[config.mk]
export PLATFORM = sky130hd
export DESIGN_NAME = disp_scan_mux
export DESIGN_NICKNAME = d
export VERILOG_FILES = /design/src/rtl/disp_scan_mux.sv
export SDC_FILE = /design/constraint.sdc
export NUM_CORES = 1
export LEC_CHECK = 0
export BUFFER_PORTS_ARGS = -buffer_cell sky130_fd_sc_hd__buf_2
export CAP_MARGIN = 25
export CORE_MARGIN = 1
export CORE_UTILIZATION = 36
export DETAILED_ROUTE_END_ITERATION = 12
export PLACE_DENSITY = 0.51
export SLEW_MARGIN = 20
export SYNTH_ARGS = -nofsm -noshare
export SYNTH_HDL_FRONTEND = slang
export SYNTH_SLANG_ARGS = --single-unit
[constraint.sdc]
create_clock -name clk -period 4.07 [get_ports clk]
set_input_delay 0 -clock clk [delete_from_list [all_inputs] [get_ports clk]]
set_output_delay 0 -clock clk [all_outputs]
set_load 0.01 [all_outputs]
[src/rtl/disp_scan_mux.sv]
// disp_scan_mux: multiplexed common-anode seven-segment scanner.
// Shows one digit per display strobe with an all-off gap between digits.
// New values are accepted through a load/ack handshake and committed only
// when the scan wraps to digit 0.
// Optional feature: define DISP_LZ_BLANK_EN for leading-zero suppression.
module disp_scan_mux #(
    parameter int NUM_DIGITS = 4,
    parameter int BLANK_CYC  = 16
) (
    input  logic                    clk,
    input  logic                    reset,
    input  logic                    tick,
    input  logic [4*NUM_DIGITS-1:0] value_in,
    input  logic [NUM_DIGITS-1:0]   dp_in,
    input  logic                    load,
    output logic                    load_ack,
    output logic [NUM_DIGITS-1:0]   an,
    output logic [6:0]              seg,
    output logic                    dp,
    output logic                    frame_start
);

    localparam int IW         = (NUM_DIGITS > 1) ? $clog2(NUM_DIGITS) : 1;
    localparam int CW         = (BLANK_CYC > 1) ? $clog2(BLANK_CYC) : 1;
    localparam int BLANK_LAST = (BLANK_CYC > 0) ? BLANK_CYC - 1 : 0;
    localparam logic [IW-1:0] IDX_LAST = IW'(NUM_DIGITS - 1);

    typedef enum logic [1:0] {
        ST_OFF   = 2'd0,
        ST_BLANK = 2'd1,
        ST_DRIVE = 2'd2
    } state_t;

    state_t                  state_q, state_d;
    logic [IW-1:0]           idx_q, idx_d;
    logic [CW-1:0]           cnt_q, cnt_d;
    logic [4*NUM_DIGITS-1:0] disp_val_q, disp_val_d;
    logic [NUM_DIGITS-1:0]   disp_dp_q, disp_dp_d;
    logic [4*NUM_DIGITS-1:0] pend_val_q, pend_val_d;
    logic [NUM_DIGITS-1:0]   pend_dp_q, pend_dp_d;
    logic                    pend_flag_q, pend_flag_d;
    logic [NUM_DIGITS-1:0]   an_q, an_d;
    logic [6:0]              seg_q, seg_d;
    logic                    dp_q, dp_d;
    logic                    load_ack_q, load_ack_d;
    logic                    frame_start_q, frame_start_d;

    logic                    enter_drive;
    logic                    wrap;
    logic                    digit_on;
    logic [3:0]              disp_nib [NUM_DIGITS];

    // Active-low segment pattern {g,f,e,d,c,b,a} for one hex nibble.
    function automatic logic [6:0] seg_encode(input logic [3:0] nib);
        logic [6:0] s;
        case (nib)
            4'h0: s = 7'b1000000;
            4'h1: s = 7'b1111001;
            4'h2: s = 7'b0100100;
            4'h3: s = 7'b0110000;
            4'h4: s = 7'b0011001;
            4'h5: s = 7'b0010010;
            4'h6: s = 7'b0000010;
            4'h7: s = 7'b1111000;
            4'h8: s = 7'b0000000;
            4'h9: s = 7'b0010000;
            4'hA: s = 7'b0001000;
            4'hB: s = 7'b0000011;
            4'hC: s = 7'b1000110;
            4'hD: s = 7'b0100001;
            4'hE: s = 7'b0000110;
            default: s = 7'b0001110;
        endcase
        return s;
    endfunction

    // Nibble view of the value that will be on display next cycle.
    genvar gi;
    generate
        for (gi = 0; gi < NUM_DIGITS; gi++) begin : g_nib
            assign disp_nib[gi] = disp_val_d[4*gi +: 4];
        end
    endgenerate

`ifdef DISP_LZ_BLANK_EN
    logic [NUM_DIGITS-1:0] nz;
    generate
        for (gi = 0; gi < NUM_DIGITS; gi++) begin : g_nz
            assign nz[gi] = |disp_nib[gi];
        end
    endgenerate
    // A digit is lit if it is digit 0 or some nibble at or above it is nonzero.
    assign digit_on = (idx_d == '0) || (|(nz >> idx_d));
`else
    assign digit_on = 1'b1;
`endif

    // Scan sequencing, commit at the digit-0 wrap, and load capture.
    always_comb begin
        state_d     = state_q;
        idx_d       = idx_q;
        cnt_d       = cnt_q;
        disp_val_d  = disp_val_q;
        disp_dp_d   = disp_dp_q;
        pend_val_d  = pend_val_q;
        pend_dp_d   = pend_dp_q;
        pend_flag_d = pend_flag_q;
        enter_drive = 1'b0;
        wrap        = 1'b0;

        case (state_q)
            ST_OFF: begin
                if (tick) begin
                    idx_d = '0;
                    wrap  = 1'b1;
                    if (BLANK_CYC == 0) begin
                        state_d     = ST_DRIVE;
                        enter_drive = 1'b1;
                    end else begin
                        state_d = ST_BLANK;
                        cnt_d   = '0;
                    end
                end
            end
            ST_BLANK: begin
                if (cnt_q == CW'(BLANK_LAST)) begin
                    state_d     = ST_DRIVE;
                    enter_drive = 1'b1;
                end else begin
                    cnt_d = cnt_q + CW'(1);
                end
            end
            ST_DRIVE: begin
                if (tick) begin
                    idx_d = (idx_q == IDX_LAST) ? '0 : idx_q + IW'(1);
                    wrap  = (idx_q == IDX_LAST);
                    if (BLANK_CYC == 0) begin
                        enter_drive = 1'b1;
                    end else begin
                        state_d = ST_BLANK;
                        cnt_d   = '0;
                    end
                end
            end
            default: begin
                state_d = ST_OFF;
            end
        endcase

        // Commit consumes the old pending contents before a same-cycle load.
        load_ack_d = wrap & pend_flag_q;
        if (load_ack_d) begin
            disp_val_d  = pend_val_q;
            disp_dp_d   = pend_dp_q;
            pend_flag_d = 1'b0;
        end
        if (load) begin
            pend_val_d  = value_in;
            pend_dp_d   = dp_in;
            pend_flag_d = 1'b1;
        end
    end

    // Next-cycle pin values derived from next state so every output is a flop.
    always_comb begin
        an_d          = '1;
        seg_d         = 7'h7F;
        dp_d          = 1'b1;
        frame_start_d = enter_drive && (idx_d == '0);
        if ((state_d == ST_DRIVE) && digit_on) begin
            an_d[idx_d] = 1'b0;
            seg_d       = seg_encode(disp_nib[idx_d]);
            dp_d        = ~disp_dp_d[idx_d];
        end
    end

    // All state and registered outputs.
    always_ff @(posedge clk or negedge reset) begin
        if (!reset) begin
            state_q       <= ST_OFF;
            idx_q         <= '0;
            cnt_q         <= '0;
            disp_val_q    <= '0;
            disp_dp_q     <= '0;
            pend_val_q    <= '0;
            pend_dp_q     <= '0;
            pend_flag_q   <= 1'b0;
            an_q          <= '1;
            seg_q         <= 7'h7F;
            dp_q          <= 1'b1;
            load_ack_q    <= 1'b0;
            frame_start_q <= 1'b0;
        end else begin
            state_q       <= state_d;
            idx_q         <= idx_d;
            cnt_q         <= cnt_d;
            disp_val_q    <= disp_val_d;
            disp_dp_q     <= disp_dp_d;
            pend_val_q    <= pend_val_d;
            pend_dp_q     <= pend_dp_d;
            pend_flag_q   <= pend_flag_d;
            an_q          <= an_d;
            seg_q         <= seg_d;
            dp_q          <= dp_d;
            load_ack_q    <= load_ack_d;
            frame_start_q <= frame_start_d;
        end
    end

    assign an          = an_q;
    assign seg         = seg_q;
    assign dp          = dp_q;
    assign load_ack    = load_ack_q;
    assign frame_start = frame_start_q;

endmodule

# ---- Word level (Yosys, flattened, before mapping)
# Memories as Yosys holds them, arrays and structs flattened.
# Cells that the tools add are included.
dict set report word_totals {
  regBits 63
  mem_bits_ro 112
  inputBits 24
  output_inout_bits 14
  word_cells 67
  mem_count 1
}
dict set report classes {
  add_sub_neg 2
  magnitude_cmp 3
  eq_ne 7
  muxes 29
  bitwise_logic 4
  reduce_logical 8
}
# name words width rd rd_ports_with_merged_regs wr line
set memory_table {}
lappend memory_table {{(no name shown)} 16 7 1 0 0 56} ;# case (nib)
# cell count
set op_table {}
lappend op_table {{4-bit 2-to-1 mux} 6}
lappend op_table {{16-bit 2-to-1 mux} 1}
lappend op_table {{2-bit 2-to-1 mux} 5}
lappend op_table {{1-bit 2-to-1 mux} 9}
lappend op_table {{4-bit binary-select mux with 2-bit select} 1}
lappend op_table {{2-bit one-hot mux with 2 select lines} 2}
lappend op_table {{4-bit one-hot mux with 2 select lines} 1}
lappend op_table {{7-bit 2-to-1 mux} 1}
lappend op_table {{2-bit equality test (second input constant)} 3}
lappend op_table {{4-bit by 1-bit adder with 4-bit output (second input constant)} 1}
lappend op_table {{4-bit equality test (second input constant)} 1}
lappend op_table {{2-bit logical NOT} 2}
lappend op_table {{4-bit NOT} 1}
lappend op_table {{2-bit nonzero test} 2}
lappend op_table {{3-bit greater-or-equal comparator (second input constant)} 1}
lappend op_table {{2-bit by 3-bit < comparator with 1-bit output (second input constant)} 1}
lappend op_table {{2-bit NOT with 3-bit output} 1}
lappend op_table {{3-bit AND reduction} 1}
lappend op_table {{2-bit by 1-bit adder with 2-bit output (second input constant)} 1}
lappend op_table {{1-bit binary-select mux with 2-bit select} 1}
lappend op_table {{1-bit demux with 2-bit select} 1}
lappend op_table {{2-bit by 1-bit equality test with 1-bit output (second input constant)} 1}
lappend op_table {{2-bit by 1-bit greater-or-equal comparator with 1-bit output (second input constant)} 1}
lappend op_table {{1-bit logical AND} 2}
lappend op_table {{6 further kinds} 6}

# ---- Depth between registers and ports, before layout
# Gate-level depths: netlist (run 1).
dict set report depth {
  word_depth 10
  depth_mapped 13
  depth_no_buf 11
}

# ---- Worst setup path after synthesis (run 1)
# OpenSTA, ideal clock, no wires.
dict set report synth_timing {
  kind {register -> register}
  startpoint {register idx_q[0]}
  endpoint {register seg_q[0], in the netlist seg[0]}
  setup_time_ns 0.097
  arrival_time_ns 2.936
  required_time_ns 3.973
  path_slack_ns 1.037
  path_stages_with_launch 14
  path_buffers 2
  period_less_slack_ns 3.033
  cell_sequence {dfrtp_1 > ha_1 > nor2b_1 > or3_1 > buf_6 > buf_2 > mux2_1 > mux2_2 > mux2i_4 > inv_2 > ha_1 > or3_1 > o221ai_1 > nand2_1}
}
dict set report synth_between {
  elab_chain_cells 10
  elab_cells_between_ends 16
  classes_between {1 x add/sub; 1 x eq/ne; 11 x mux; 2 x bitwise; 1 x memory}
}
# item line
set synth_lines {}
lappend synth_lines {{from (decl)} 35} ;# logic [IW-1:0] idx_q, idx_d;
lappend synth_lines {{from (signal assigned)} 195} ;# idx_q <= idx_d;
lappend synth_lines {{2-bit equality test} 136} ;# wrap = (idx_q == IDX_LAST);
lappend synth_lines {{1-bit 2-to-1 mux} 134} ;# if (tick) begin
lappend synth_lines {{1-bit one-hot mux with 2 select lines} 111} ;# case (state_q)
lappend synth_lines {{1-bit bitwise AND} 151} ;# load_ack_d = wrap & pend_flag_q;
lappend synth_lines {{16-bit 2-to-1 mux} 152} ;# if (load_ack_d) begin
lappend synth_lines {{net disp_val_d[4]} 37} ;# logic [4*NUM_DIGITS-1:0] disp_val_q, disp_val_d;
lappend synth_lines {{4-bit binary-select mux with 2-bit select} 172} ;# seg_d = seg_encode(disp_nib[idx_d]);
lappend synth_lines {{4-bit 2-to-1 mux (not written as such) (2 in a row)} 172}
lappend synth_lines {{memory 16 x 7 bit} n/a}
lappend synth_lines {{7-bit 2-to-1 mux} 170} ;# if ((state_d == ST_DRIVE) && digit_on) begin
lappend synth_lines {{net seg_d[0]} 43} ;# logic [6:0] seg_q, seg_d;
lappend synth_lines {{to (signal assigned)} 203} ;# seg_q <= seg_d;
lappend synth_lines {{to (decl)} 43}
# The timed path passes the listed nets, and every way through them passes these cells. The select of a mux whose other input is x is not followed.
# A chain may end at the register's enable or synchronous reset.

# ---- Worst setup path after layout (run 1)
# Same ends and word-level chain as after synthesis.

==> results of run 1 <==
-- state kept, by name, summed over array words and instances, names as in the netlist --
signal and flops:
disp_val_q 16, pend_val_q 16, seg 7, an 4
cnt_q 4, disp_dp_q 4, pend_dp_q 4, idx_q 2
state_q 2, dp 1, frame_start 1, load_ack 1
pend_flag_q 1
-- worst register-to-register path, cell delays in order, from the launching register on --
cell and delay [ns]:
dfrtp_1 0.41, ha_1 0.22, nor2b_1 0.11, buf_4 0.14
or3_1 0.54, mux2_2 0.43, mux2_2 0.29, mux2i_4 0.26
inv_2 0.09, ha_1 0.21, or3_1 0.36, o221ai_1 0.07
nand2_1 0.07
-- worst max path at each step --
| stage | startpoint | to |
|---|---|---|
| after floorplan | idx_q[0]$_DFF_PN0_ | seg[0]$_DFF_PN1_ |
| after global placement | idx_q[0]$_DFF_PN0_ | seg[0]$_DFF_PN1_ |
| after detailed placement | idx_q[0]$_DFF_PN0_ | seg[0]$_DFF_PN1_ |
| after CTS | idx_q[0]$_DFF_PN0_ | seg[0]$_DFF_PN1_ |
| after global routing | idx_q[0]$_DFF_PN0_ | seg[0]$_DFF_PN1_ |
| final | idx_q[0]$_DFF_PN0_ | seg[0]$_DFF_PN1_ |
-- synthesized netlist by cell type, types with 5 or more instances --
library cell / n
o21ai_1: 5
nor2_1: 6
o21ai_0: 11
inv_1: 9
ha_1: 8
mux2_2: 29
nand3_1: 7
nand2_1: 15
dfrtp_1: 51
dfstp_2: 12
-- layout make-up --
cell class	instances	area share
repair buffers	63	0.122
clock buffers	12	0.0410
multi-input cells	132	0.311
flip-flops and latches	63	0.450
inverters	13	0.0138
clock inverters	4	0.0269
well taps	99	0.0350
-- logic make-up (layout without fill, tap and decap cells) --
family / after synthesis / after routing / share of synthesized area
buf+inv: 22 / 92 / 0.0380
mux: 43 / 43 / 0.189
compound gates: 32 / 32 / 0.0764
simple gates: 46 / 46 / 0.0827
xor+xnor: 3 / 3 / 0.00939
flops: 63 / 63 / 0.568
fa+ha+maj: 8 / 8 / 0.0357
-- power by group through the flow --
stage,Combinational (mW),Clock [mW],Sequential (mW)
after floorplan,0.599,0,0.851
after global routing,0.825,0.707,0.869
final,0.738,0.657,0.853
after detailed placement,0.726,0,0.866
after global placement,0.721,0,0.862
after CTS,0.745,0.676,0.855
-- through the flow --
stage,std cells,utilization,cell area (µm²),hold WS [ns]
2_1_floorplan,217,-,2800,-0.296
3_3_place_gp,349,0.419,3090,0.208
3_5_place_dp,349,0.419,3090,0.212
4_1_cts,386,0.480,3540,0.0719
5_1_grt,386,0.480,3540,0.103
6_report,386,0.480,3540,0.0838
-- metal layers --
metal  track usage  part of all wire  vias up
li1              -                 -      898
met1         0.191              0.49      870
met2         0.219              0.46       34
met3        0.0584             0.042        6
met4        0.0484             0.013        0
met5             0                 0        -
-- cells in the final DEF, fill, tap and decap left out, types with 4 or more instances in the layout --
| cell | instances |
|---|---|
| dfrtp_1 | 51 |
| buf_2 | 37 |
| mux2_2 | 29 |
| dlygate4sd3_1 | 21 |
| nand2_1 | 15 |
| dfstp_2 | 12 |
| o21ai_0 | 11 |
| clkbuf_8 | 10 |
| inv_1 | 9 |
| ha_1 | 8 |
| nand3_1 | 7 |
| nor2_1 | 6 |
| o21ai_1 | 5 |
| buf_4 | 5 |
| nand2b_1 | 4 |
| nor2b_1 | 4 |
| o31ai_1 | 4 |
| mux2_4 | 4 |
| mux2i_1 | 4 |
| o2111ai_1 | 4 |
-- what timing repair did --
item,CTS,global route
hold endpoints to repair,71,0
endpoints found under the setup margin,0,0
hold buffers,21,0
==> flow_summary.json, run 1 <==
{
  "max_freq_ghz": 0.305,
  "h-tree-depth": 3,
  "synthCells": 217,
  "power_density_nw_per_um2": 635,
  "cp-end-kind": "flop",
  "ant_nets": 0,
  "start_kind": "flop",
  "power_frac_seq": 0.379,
  "diodes": 0,
  "cts_made_buffers": 9,
  "critPathKind": "flop to flop",
  "first_iter_violations": 76,
  "port_buffers": 37,
  "core_um2": 7370,
  "hold_start": "tick",
  "drc_errors": 0,
  "fin_crit_sh": 0.806,
  "grt.overflow.total": 0,
  "dpl.hpwl_mm": 3.43,
  "nFillCells": 695,
  "synth_seq_cells": 63,
  "die_x_um": 90.2,
  "p_leak_nw": 1.57,
  "swShare": 0.305,
  "vias_per_cell": 4.68,
  "num_io_pins": 38,
  "skew_ns": 0.0100,
  "worst_path_max_delay_cell": "or3_1",
  "pre_cts_slack_ns": 0.774,
  "clk_pin_slew_ns": 0.07,
  "wirelength_mm": 5.26,
  "avgSynthCellArea_um2": 12.9,
  "area_growth_pct": 26.4,
  "fin_ws_ns": 0.789,
  "min_to": "state_q[0]$_DFF_PN0_",
  "drive_gt1_frac": 0.380,
  "multiInputGateArea_um2": 1100,
  "slew_headroom": 0.478,
  "root_buffer": "clkbuf_8",
  "fin_nets": 314,
  "ys_seq_area_frac": 0.568,
  "period_needed_ns": 3.28,
  "status": "finished clean",
  "synth_edf_count": 0,
  "crit_buf_inv": 2,
  "yosys-top-cells-area": "dfrtp_1 46%, mux2_2 12%, dfstp_2 11%, ha_1 3.6%, mux2_4 2.1%",
  "ctsResizeCount": 0,
  "yosys.area.top_type": "dfrtp_1",
  "cp.arrival_ns": 3.55,
  "max_stage_delay_ns": 0.54,
  "post_cts_buffers": 0,
  "antenna_found_initial": 0,
  "crit_chain": "ha_1, nor2b_1, buf_4, or3_1, mux2_2, mux2_2, mux2i_4, inv_2, ha_1, or3_1, o221ai_1, nand2_1",
  "start_util": 0.380,
  "timing.rr.end": "seg[0]$_DFF_PN1_",
  "total_power_mw": 2.25,
  "clk_path_buf_depth": 2,
  "ir_worst_vdd_v": 0.000308,
  "clockPowerShare": 0.292,
  "hold_depth": 3,
  "ys_types": 38,
  "yosysWarnings": 0,
  "synth_ff_type": "dfrtp_1",
  "syn_nets": 249,
  "synth_top_area_frac": 0.456,
  "r2r-start": "idx_q[0]$_DFF_PN0_",
  "grt_use_total": 0.146,
  "seq_area_um2": 1590,
  "num_vias": 1808,
  "rsz0062_at_grt": "false",
  "die_area_um2": 8140,
  "worst_pin_slew_ns": 0.783,
  "grt_pass1_wl_mm": 9.22,
  "syn_area_um2": 2800,
  "critPathMaxFanout": 15,
  "r2r_slack_ns": 0.79,
  "firstDrtPassIters": 4,
  "hp-class": "input pin to flop",
  "drv_cap": 0,
  "setup_tns_ns": 0,
  "die_y_um": 90.2,
  "wl_per_cell_um": 13.6,
  "grt_pass1_vias": 1855,
  "p_comb_frac": 0.328,
  "grt_max_degree": 64,
  "maxSlewViolCount": 0,
  "clock_latency_ns": 0.34,
  "ff2ff_path_depth": 12,
  "cts_tree": "yes",
  "synth-async-reset-ratio": 1.00,
  "cts_sinks": 63,
  "internal_power_mw": 1.56,
  "num_rows": 31,
  "crit_family": "simple AND/OR/NAND/NOR gates",
  "place_congestion": 0.724,
  "finalSetupViolCount": 0,
  "p_switching_mw": 0.685,
  "cp.depth": 12,
  "hold_viol_final": 0,
  "required_ns": 4.34
}
(Power assumes the default switching activity.)
==> run 2: changes to the inputs <==
- PLACE_DENSITY: 0.51 -> 0.53
- clock period: 4.07 -> 3 ns (I/O delays scaled with it)
==> run 2 against run 1 <==
Critical path depth fell by 3; via count rose by 3.5%; combinational power rose by 48%; core utilization rose by 0.90 points; worst hold slack improved by 0.017 ns; die area did not move; sequential cell count did not move; critical endpoint is now seg[5]$_DFF_PN1_.
==> flow_summary.json, run 2 (synthesized netlist as in run 1, its figures left out) <==
{
  "status": "finished clean",
  "wirelength_mm": 5.46,
  "nFillCells": 704,
  "mostFrequentLayoutCell": "dfrtp_1",
  "fin_nets": 326,
  "start_util": 0.380,
  "required_ns": 3.26,
  "critPathMaxFanout": 14,
  "dp_cells": 361,
  "skew_ns": 0.00623,
  "first_iter_violations": 69,
  "num_rows": 31,
  "fin_ws_ns": 0.197,
  "clock_latency_ns": 0.34,
  "power_density_nw_per_um2": 834,
  "root_buffer": "clkbuf_8",
  "num_vias": 1871,
  "dpl.hpwl_mm": 3.72,
  "multiInputGateArea_um2": 1110,
  "grt_pass1_wl_mm": 9.57,
  "antenna_found_initial": 0,
  "port_buffers": 37,
  "hp-class": "input pin to flop",
  "ant_nets": 0,
  "drive_gt1_frac": 0.415,
  "maxSlewViolCount": 0,
  "period_needed_ns": 2.80,
  "die_y_um": 90.2,
  "pre_cts_slack_ns": 0.0313,
  "die_x_um": 90.2,
  "core_um2": 7370,
  "grt.overflow.total": 0,
  "critPathKind": "flop to flop",
  "vias_per_cell": 4.70,
  "fin_area_um2": 3610,
  "area_growth_pct": 28.8,
  "worst_pin_slew_ns": 0.680,
  "final_core_util": 0.489,
  "ir_worst_vdd_v": 0.000378,
  "grt_pass1_vias": 1977,
  "start_kind": "flop",
  "placed_area_um2": 3180,
  "slew_headroom": 0.546,
  "grt_max_degree": 31,
  "max_freq_ghz": 0.357,
  "final_cell_mix": "51 x dfrtp_1, 37 x buf_2, 29 x mux2_2",
  "grt_use_total": 0.152,
  "drc_errors": 0,
  "cts_sinks": 63,
  "total_power_mw": 3.01,
  "holdWs_ns": 0.101,
  "cts_tree": "yes",
  "firstDrtPassIters": 4,
  "setup_tns_ns": 0,
  "place_congestion": 0.717,
  "cp-end-kind": "flop",
  "finalSetupViolCount": 0,
  "cts_made_buffers": 9,
  "seq_area_um2": 1590,
  "drv_cap": 0,
  "wl_per_cell_um": 13.7,
  "rsz0062_at_grt": "false",
  "p_leak_nw": 1.62,
  "clk_pin_slew_ns": 0.06,
  "h-tree-depth": 3,
  "die_area_um2": 8140,
  "hold_viol_final": 0,
  "clk_path_buf_depth": 2,
  "fin_crit_sh": 0.934,
  "final_cells": 398,
  "cp.arrival_ns": 3.06,
  "diodes": 0,
  "num_io_pins": 38
}
-- run 2: metal layers --
layer  vias up  GRT usage  wire length (µm)
li1        926          -                 -
met1       902      0.205              2720
met2        34      0.231              2470
met3         9     0.0516               197
met4         0     0.0484                68
met5         -          0                 0
-- run 2: timing repair --
item,4_1_cts,5_1_grt
endpoints found under the setup margin,0,5
setup buffers,0,0
hold buffers,21,0
resized for setup,0,1
endpoints found under the hold margin,47,0
-- run 2: path summary, 6_finish.rpt --
check	from	to	slack [ns]	depth (start not counted)
min in group asynchronous	reset	pend_val_q[7]$_DFFE_PN0P_	0.24	2
min reg2reg	disp_val_q[4]$_DFF_PN0_	disp_val_q[4]$_DFF_PN0_	0.49	1
min	tick	state_q[0]$_DFF_PN0_	0.10	4
max in group asynchronous	reset	pend_val_q[10]$_DFFE_PN0P_	2.04	3
max reg2reg	idx_q[0]$_DFF_PN0_	seg[5]$_DFF_PN1_	0.20	9
max	idx_q[0]$_DFF_PN0_	seg[5]$_DFF_PN1_	0.20	9
-- run 2: worst max-delay path: stages (launching register included) --
cell and delay (ns):
dfrtp_1 0.39, ha_1 0.20, nor2b_2 0.05, or3_4 0.42, buf_4 0.19, mux2_4 0.30
mux4_2 0.63, nand2_1 0.14, o21ai_1 0.07, a221o_1 0.34
-- run 2: power breakdown --
group / internal, mW / switching [mW] / total [mW]
Sequential: 1.07 / 0.0855 / 1.16
Clock: 0.449 / 0.312 / 0.761
Combinational: 0.536 / 0.552 / 1.09
-- run 2: area by class of cell --
cell class	count	area share
Sequential cell	63	0.441
Tap cell	99	0.0344
Clock buffer	13	0.0468
Timing Repair Buffer	75	0.145
Clock inverter	3	0.0111
Multi-Input combinational cell	132	0.308
Inverter	13	0.0135
==> run 3: changes to the inputs <==
- BUFFER_PORTS_ARGS: -buffer_cell sky130_fd_sc_hd__buf_2 -> unset
- CELL_PAD_IN_SITES_DETAIL_PLACEMENT: unset -> 0
- CELL_PAD_IN_SITES_GLOBAL_PLACEMENT: unset -> 1
- DONT_BUFFER_PORTS: unset -> 1
- PLACE_DENSITY: 0.53 -> 0.56
- clock period: 3 -> 3.05 ns (I/O delays scaled with it)
==> run 3 against run 2 <==
Count of clock-buffer cells in the layout is 1 lower; first-iteration DRC count is 28% lower; via count is 5.7% lower; critical endpoint unchanged; critical path type unchanged; maximum frequency is 0.23% lower; core utilization is 2.2 points lower; combinational power is 6% lower.
==> flow_summary.json, run 3 (synthesized netlist as in run 1, its figures left out) <==
{
  "wirelength_mm": 5.63,
  "ir_worst_vdd_v": 0.000315,
  "area_growth_pct": 22.9,
  "final_core_util": 0.467,
  "die_y_um": 90.2,
  "holdWs_ns": 0.0627,
  "drc_errors": 0,
  "slew_headroom": 0.428,
  "post_cts_buffers": 0,
  "nFillCells": 690,
  "firstDrtPassIters": 4,
  "ant_nets": 0,
  "grt.overflow.total": 0,
  "cts_sinks": 63,
  "drv_cap": 0,
  "total_power_mw": 2.98,
  "diodes": 0,
  "cp-end-kind": "flop",
  "max_freq_ghz": 0.356,
  "wl_per_cell_um": 15.7,
  "hold_viol_final": 0,
  "maxSlewViolCount": 0,
  "fin_nets": 287,
  "grt_use_total": 0.157,
  "dpl.hpwl_mm": 3.77,
  "grt_max_degree": 64,
  "antenna_found_initial": 0,
  "clk_pin_slew_ns": 0.07,
  "num_vias": 1765,
  "cp.arrival_ns": 3.08,
  "clk_path_buf_depth": 2,
  "root_buffer": "clkbuf_8",
  "h-tree-depth": 3,
  "num_rows": 31,
  "port_buffers": 0,
  "p_leak_nw": 1.49,
  "critPathKind": "flop to flop",
  "core_um2": 7370,
  "multiInputGateArea_um2": 1110,
  "fin_crit_sh": 0.921,
  "start_util": 0.380,
  "r2r-start": "idx_q[0]$_DFF_PN0_",
  "place_congestion": 0.742,
  "clock_latency_ns": 0.34,
  "start_kind": "flop",
  "rsz0062_at_grt": "false",
  "seq_area_um2": 1590,
  "worst_pin_slew_ns": 0.852,
  "cts_tree": "yes",
  "die_area_um2": 8140,
  "die_x_um": 90.2,
  "hp-class": "input pin to flop",
  "dp_cells": 318,
  "mostFrequentLayoutCell": "dfrtp_1",
  "critPathMaxFanout": 14,
  "setup_tns_ns": 0,
  "hold_start": "tick",
  "first_iter_violations": 50,
  "final_cells": 359,
  "power_density_nw_per_um2": 867,
  "vias_per_cell": 4.92,
  "cp-startpoint": "idx_q[0]$_DFF_PN0_",
  "final_cell_mix": "51 x dfrtp_1, 29 x mux2_2, 23 x dlygate4sd3_1",
  "required_ns": 3.32,
  "status": "finished clean",
  "grt_pass1_wl_mm": 9.74,
  "num_io_pins": 38,
  "drive_gt1_frac": 0.312,
  "finalSetupViolCount": 0,
  "period_needed_ns": 2.81,
  "grt_pass1_vias": 1896,
  "cts_made_buffers": 9,
  "skew_ns": 0.00960
}
[run 3: cell types whose count changed in the layout (fill, tap and decap cells not counted), sizes merged]
cell | before | now
buf | 54 | 13
bufinv | 1 | 2
clkbuf | 13 | 12
dlygate4sd3 | 21 | 23
[run 3: power by group]
group | leakage (nW) | total, mW | internal (mW) | switching [mW]
registers | 0.741 | 1.15 | 1.06 | 0.0980
logic | 0.637 | 1.03 | 0.497 | 0.534
clock network | 0.110 | 0.798 | 0.480 | 0.318
total | 1.49 | 2.98 | 2.03 | 0.950
[run 3: final timing paths]
path	end	slack (ns)	cells past startpoint
max in group asynchronous	an[0]$_DFF_PN1_	2.53	2
setup reg to reg	seg[5]$_DFF_PN1_	0.24	9
setup / recovery	seg[5]$_DFF_PN1_	0.24	9
hold / removal	cnt_q[2]$_DFFE_PN0P_	0.06	3
min in group asynchronous	disp_val_q[3]$_DFF_PN0_	0.20	2
hold reg to reg	disp_val_q[6]$_DFF_PN0_	0.50	1
[run 3: worst max-delay path: stages, from the launching register on]
cell and delay [ns]:
dfrtp_1 0.39, ha_1 0.19, nor2b_1 0.06, or3_4 0.41, buf_4 0.19, mux2_4 0.30, mux4_2 0.63, nand2_1 0.14
o21ai_1 0.08, a221o_1 0.34
[run 3: cell type report]
cell class | instances | share of cell area
Tap cell | 99 | 0.0360
Sequential cell | 63 | 0.462
Multi-Input combinational cell | 132 | 0.322
Timing Repair Buffer | 36 | 0.103
Clock inverter | 4 | 0.0204
Inverter | 13 | 0.0142
Clock buffer | 12 | 0.0422
[run 3: layer usage]
layer / track usage / vias to the layer above / wire length (µm)
met5: 0 / - / 0
met4: 0.0793 / 0 / 104
met3: 0.0465 / 9 / 204
met2: 0.242 / 27 / 2750
met1: 0.201 / 886 / 2570
li1: - / 843 / -
[run 3: per-stage QoR]
stage / instance area (µm²) / worst slack (ns)
global placement: 2950 / 0.155
floorplan: 2800 / 0.0168
finish: 3440 / 0.241
global route: 3440 / 0.0970
CTS: 3420 / 0.0670
detailed placement: 2950 / 0.0735
[run 3: what timing repair did]
item / CTS / global route
resized for setup: 0 / 1
hold endpoints to repair: 85 / 0
hold buffers: 24 / 0
endpoints found under the setup margin: 0 / 6
